<file path="config.mk">
export PLATFORM = sky130hd
export DESIGN_NAME = regfile_mp
export DESIGN_NICKNAME = d
export VERILOG_FILES = /design/src/rtl/regfile_mp.sv
export SDC_FILE = /design/constraint.sdc
export NUM_CORES = 2
export LEC_CHECK = 0
export BUFFER_PORTS_ARGS = -buffer_cell sky130_fd_sc_hd__clkbuf_2
export CORE_MARGIN = 1
export CORE_UTILIZATION = 35
export DETAILED_ROUTE_END_ITERATION = 10
export GPL_TIMING_DRIVEN = 0
export HOLD_SLACK_MARGIN = 0.03
export PLACE_DENSITY = 0.58
export RECOVER_POWER = 100
export SYNTH_ARGS = -nofsm -noshare
export SYNTH_HDL_FRONTEND = slang
export SYNTH_SLANG_ARGS = --single-unit
export TNS_END_PERCENT = 5
</file>
<file path="constraint.sdc">
create_clock -name clk -period 5.5 [get_ports clk]
set_input_delay 1.1 -clock clk [delete_from_list [all_inputs] [get_ports clk]]
set_output_delay 1.1 -clock clk [all_outputs]
set_load 0.02 [all_outputs]
</file>
<file path="src/rtl/regfile_mp.sv">
// regfile_mp: parametrised multi-port register file with two write ports and a
// per-register pending scoreboard for outstanding late (port B) writes.
//
// Optional feature: define REGFILE_BYPASS_EN to forward same-cycle write data
// (and same-cycle wb pending clears) to the read ports.
//
// Ports:
//   clk, rst                 clock, synchronous active-high reset
//   ena                      block enable (low: reads 0, updates ignored)
//   wa_en/wa_addr/wa_data    write port A (normal writeback, higher priority)
//   wb_en/wb_addr/wb_data    write port B (late writeback, clears pending)
//   pend_set/pend_addr       mark a register as awaiting a port-B write
//   rd_addr                  RD_PORTS packed read addresses
//   rd_data                  RD_PORTS packed read data (combinational)
//   rd_busy                  per-port pending flag (combinational)
//   sb_err                   sticky scoreboard protocol error (registered)
module regfile_mp #(
    parameter int unsigned DATA_W   = 32,
    parameter int unsigned ADDR_W   = 5,
    parameter int unsigned RD_PORTS = 2
) (
    input  logic                         clk,
    input  logic                         rst,
    input  logic                         ena,
    input  logic                         wa_en,
    input  logic [ADDR_W-1:0]            wa_addr,
    input  logic [DATA_W-1:0]            wa_data,
    input  logic                         wb_en,
    input  logic [ADDR_W-1:0]            wb_addr,
    input  logic [DATA_W-1:0]            wb_data,
    input  logic                         pend_set,
    input  logic [ADDR_W-1:0]            pend_addr,
    input  logic [RD_PORTS*ADDR_W-1:0]   rd_addr,
    output logic [RD_PORTS*DATA_W-1:0]   rd_data,
    output logic [RD_PORTS-1:0]          rd_busy,
    output logic                         sb_err
);

    localparam int unsigned DEPTH = 2 ** ADDR_W;

    logic [DATA_W-1:0] regs_q [DEPTH];
    logic [DATA_W-1:0] regs_d [DEPTH];
    logic [DEPTH-1:0]  pend_q, pend_d;
    logic              sb_err_q, sb_err_d;

    // Address 0 is hard-wired: every write/pend qualifier excludes it
    logic wa_act_c, wb_act_c, ps_act_c;
    assign wa_act_c = ena & wa_en    & (wa_addr   != '0);
    assign wb_act_c = ena & wb_en    & (wb_addr   != '0);
    assign ps_act_c = ena & pend_set & (pend_addr != '0);

    // Next-state: port B first so port A overrides it on a same-address collision,
    // and pend_set last so a new producer wins over a same-cycle wb clear
    always_comb begin
        regs_d   = regs_q;
        pend_d   = pend_q;
        sb_err_d = sb_err_q;
        if (wb_act_c) begin
            regs_d[wb_addr] = wb_data;
            pend_d[wb_addr] = 1'b0;
            if (!pend_q[wb_addr]) begin
                sb_err_d = 1'b1;
            end
        end
        if (wa_act_c) begin
            regs_d[wa_addr] = wa_data;
        end
        if (ps_act_c) begin
            if (pend_q[pend_addr] && !(wb_act_c && (wb_addr == pend_addr))) begin
                sb_err_d = 1'b1;
            end
            pend_d[pend_addr] = 1'b1;
        end
    end

    // State register
    always_ff @(posedge clk) begin
        if (rst) begin
            regs_q   <= '{default: '0};
            pend_q   <= '0;
            sb_err_q <= 1'b0;
        end else begin
            regs_q   <= regs_d;
            pend_q   <= pend_d;
            sb_err_q <= sb_err_d;
        end
    end

    assign sb_err = sb_err_q;

    // Unpack read addresses per port
    logic [ADDR_W-1:0] rd_a [RD_PORTS];
    for (genvar g = 0; g < RD_PORTS; g++) begin : g_rd_addr
        assign rd_a[g] = rd_addr[g*ADDR_W +: ADDR_W];
    end

    // Combinational read ports
    always_comb begin
        rd_data = '0;
        rd_busy = '0;
        for (int unsigned i = 0; i < RD_PORTS; i++) begin
            if (ena && (rd_a[i] != '0)) begin
                rd_data[i*DATA_W +: DATA_W] = regs_q[rd_a[i]];
                rd_busy[i]                  = pend_q[rd_a[i]];
`ifdef REGFILE_BYPASS_EN
                if (wa_act_c && (wa_addr == rd_a[i])) begin
                    rd_data[i*DATA_W +: DATA_W] = wa_data;
                end else if (wb_act_c && (wb_addr == rd_a[i])) begin
                    rd_data[i*DATA_W +: DATA_W] = wb_data;
                end
                // An incoming wb retires the pending bit unless re-marked this cycle
                if (wb_act_c && (wb_addr == rd_a[i]) &&
                    !(ps_act_c && (pend_addr == rd_a[i]))) begin
                    rd_busy[i] = 1'b0;
                end
`endif
            end
        end
    end

endmodule

</file>
==> results by group <==
Run status
  – Status: finished, violations left
  – Violated checks: capacitance limit, slew limit, setup timing

Drt
  – DRC violations left: 0
  – Vias/cell: approximately 6.9
  – WL final: 391000 microns
  – Number of routed nets with antenna violations: 0
  – Highest metal layer with signal wires: met5
  – Met1 Wirelength: 145000 microns
  – WL/cell: ~40 microns
  – Met2 routed WL: around 160000 microns
  – Via total after detailed routing: between 60000 and 70000
  – DR pass1 iterations: 7
  – DR WL met3: about 54000 microns
  – DRT iter0 DRCs: 12163

Setup path
  – CP delay by family, top: simple AND/OR/NAND/NOR gates
  – Crit path kind: in2reg
  – Worst endpoint data arrival time: about 6500 ps
  – CP Capture Type: register
  – Worst Setup Start Kind: input port
  – CP startpoint: wb_addr[4]
  – Data required, critical path: roughly 6200 ps
  – R2r startpoint: pend_q[3]
  – CP Cell Sequence: clkbuf_1 > clkbuf_1 > nor3_2 > nand2_1 > clkbuf_2 > clkbuf_1 > nand3_1 > a311oi_1
  – Slowest stage delay, CP: between 1000 and 1500 ps
  – Max FO, Critical Path: 10
  – Crit path to: regs_q[292]
  – R2r setup slk: 3650 ps
  – CP bufs+invs: 4
  – Slowest cell on crit path: nand2_1
  – Stages on worst setup path: 8
  – Worst r2r dst: sb_err
  – FF-to-FF path depth: 5
  – Most frequent CP cell: clkbuf_1

Logic synthesis
  – Post-synthesis cell type count: 57
  – Ys async rst share: 0%
  – Post-Syn Nets: 7348
  – #FFs+latches synth: about 1100
  – Post-synth EDFFs: 0
  – Synth warnings: 0
  – Post-Synthesis Cells: 7253
  – Sequential area share after synthesis: between 30 and 40%
  – Average cell area after synthesis: between 8 and 9 sq um
  – Ys flop type: dfxtp_1
  – Post-Syn Area: roughly 64000 sq um

Power
  – Pwr dens: approximately 270 nW/um^2
  – Switching part of the total: just over 30%
  – Reg power frac: around 40%
  – LEAKAGE: roughly 0.024 uW
  – Psw: 6110 uW
  – Int Power: around 14000 uW
  – Peak VDD IR: about 0.00026 V
  – Comb pwr share: between 10% and 20%
  – Clock share of power: between 40% and 50%

GRT
  – Antenna violations before repair: 26
  – Largest net degree at the start of global routing: 17
  – Congestion Overflow GR: 0
  – First-pass GRT wire length: about 520000 microns
  – Vias in the first global route: about 65000
  – Gr usage total: 40.4%

Place
  – DP Cell Count: approximately 10000
  – Buffers on Ports: approximately 140
  – DP Wirelength: about 300000 microns
  – Placer Congestion: ~1.1
  – Placed instance area: 67900 sq um
  – Setup Slack @ Placement: -528 ps

Timing
  – Fin crit period: between 5000 and 6000 ps
  – Worst clock skew: 14.4 ps
  – Max-Slew Margin vs Limit: -78.5%
  – Least-Margin Pin Slew: 2660 ps
  – Fmax: between 0.15 and 0.2 GHz
  – Final setup TNS: -16550 ps
  – Period utilization: 107%
  – Final Hold Vio Count: 0
  – Final setup viols: 140
  – Final setup margin: -363 ps
  – Max Slew Vio Count: 80
  – RSZ-0062 raised after global routing: yes

Floorplan
  – Die area: between 150000 and 200000 sq um
  – Num rows: about 160
  – Die X: between 400 and 500 microns
  – Core ar.: approximately 180000 sq um
  – Die H: around 430 microns
  – Starting density of the core: a little over a third
  – # IOs: 162

Layout
  – Layout cells sized above 1: between 10% and 20%
  – Area of the multi-input gates: a little under 40000 sq um
  – Final Non-Filler Cells: approximately 10000
  – Nets: roughly 7600
  – Fill cells: 18235
  – Area Growth Syn to Fin: 12.8%
  – Sequential standard cell area: approximately 21000 sq um
  – Final Instance Area: slightly above 70000 sq um

Clock tree
  – CTS tree: done
  – Post-CTS Hold Buffers: 0
  – CTS H-tree depth: 4
  – Clock root buffer: clkbuf_16
  – Worst-Skew Late Latency: approximately 830 ps
  – CTS sink count: approximately 1100
  – CTS clk-pin slew, worst paths: 60 ps
  – Clock Path Buffers: 3
  – CTS buffer count: 135

Job
  – Max-Cap Viols: 13

Min path
  – HP Start: regs_q[1015]
  – Worst hold path class: reg2reg
## synth_stat cells (all sizes together) (3+ instances only)
cell type  number  area, sq um
clkbuf        639         2400
nor3           32          253
nor2         1048         3980
a311oi        480         4200
nand3b          3         26.3
nand3         383         1920
inv             9         33.8
o22ai         135          845
a211oi        499         3750
nand2         654         2460
mux2i        1042        10400
or3            67          424
a222oi         15          150
o21ai          10         50.1
mux4          268         6040
xnor2           5         43.8
and2           15         93.8
buf           300         1600
mux2            6         67.6
nor3b           3         27.5
or3b            3         26.3
or2             4         25.0
a21oi         144          721
nor4            4         25.0
a22oi          19          143
o31ai          66          495
nor2b          46          288
nand4           4         31.3
nand2b         12         75.1
o221ai        265         2320
dfxtp        1057        21200
## per-layer routing
layer,GRT usage (%),up-vias
met5,0,-
met1,49.9,34153
li1,-,28005
met3,14.6,1370
met4,27.5,16
met2,58.4,5667
## cells by family after synthesis
logic type,after synthesis,share of synthesized area [%]
simple gates,2282,15.1
compound gates,1645,19.9
mux,1316,25.7
flops,1057,32.9
buf+inv,948,6.27
xor+xnor,5,0.0682
## cell usage in the layout (no fill, tap or decap), drive strengths merged, types with 12 or more instances in the layout
cell type  count
a211oi       499
a21oi        144
a222oi        15
a22oi         19
a311oi       480
and2          15
buf          218
clkbuf      1045
clkinv        36
dfxtp       1057
diode         18
inv           14
mux2i       1042
mux4         268
nand2        654
nand2b        12
nand3        383
nor2        1048
nor2b         46
nor3          32
o221ai       265
o22ai        135
o31ai         66
or3           67
## registers in the layout (all words and copies together), names as in the netlist
signal / count
sb_err: 1
pend_q: 32
regs_q: 1024
## power groups by stage
stage	Combinational [uW]	Sequential, uW	Clock, uW
after floorplan	1230	7950	0
after global placement	2410	7970	0
after detailed placement	2420	7980	0
after CTS	2440	7810	9280
after global routing	2570	7820	9570
final	2630	7820	9340
## area by class of cell
class	count	area share [%]
Multi-Input combinational cell	5248	54.1
Sequential cell	1057	29.2
Buffer	939	5.43
Clock buffer	186	5.32
Tap cell	2370	4.09
Timing Repair Buffer	138	0.931
Clock inverter	53	0.817
Antenna cell	18	0.0622
Inverter	9	0.0466
## per-stage QoR
step                      hold WS, ps  total power [uW]  util (%)
final                             481             19800      39.9
after global routing              494             20000      39.9
after CTS                         483             19500      40.0
after detailed placement          472             10400      37.4
after global placement            467             10400      37.4
after floorplan                   459              9180         -
## how the worst min path moves through the flow
stage / end / slack [ps] / depth (start not counted)
after floorplan: regs_q[1000] / 460 / 1
after global placement: regs_q[1001] / 470 / 1
after detailed placement: regs_q[1003] / 470 / 1
after CTS: regs_q[996] / 480 / 1
after global routing: regs_q[996] / 490 / 1
final: regs_q[1015] / 480 / 1
## timing repair
| item | CTS | global route |
|---|---|---|
| hold endpoints to repair | 0 | 0 |
| setup buffers | 0 | 0 |
| gates resized for setup | 45 | 29 |
| endpoints found under the setup margin | 45 | 38 |
No activity file was read; power rests on OpenSTA's default activity.
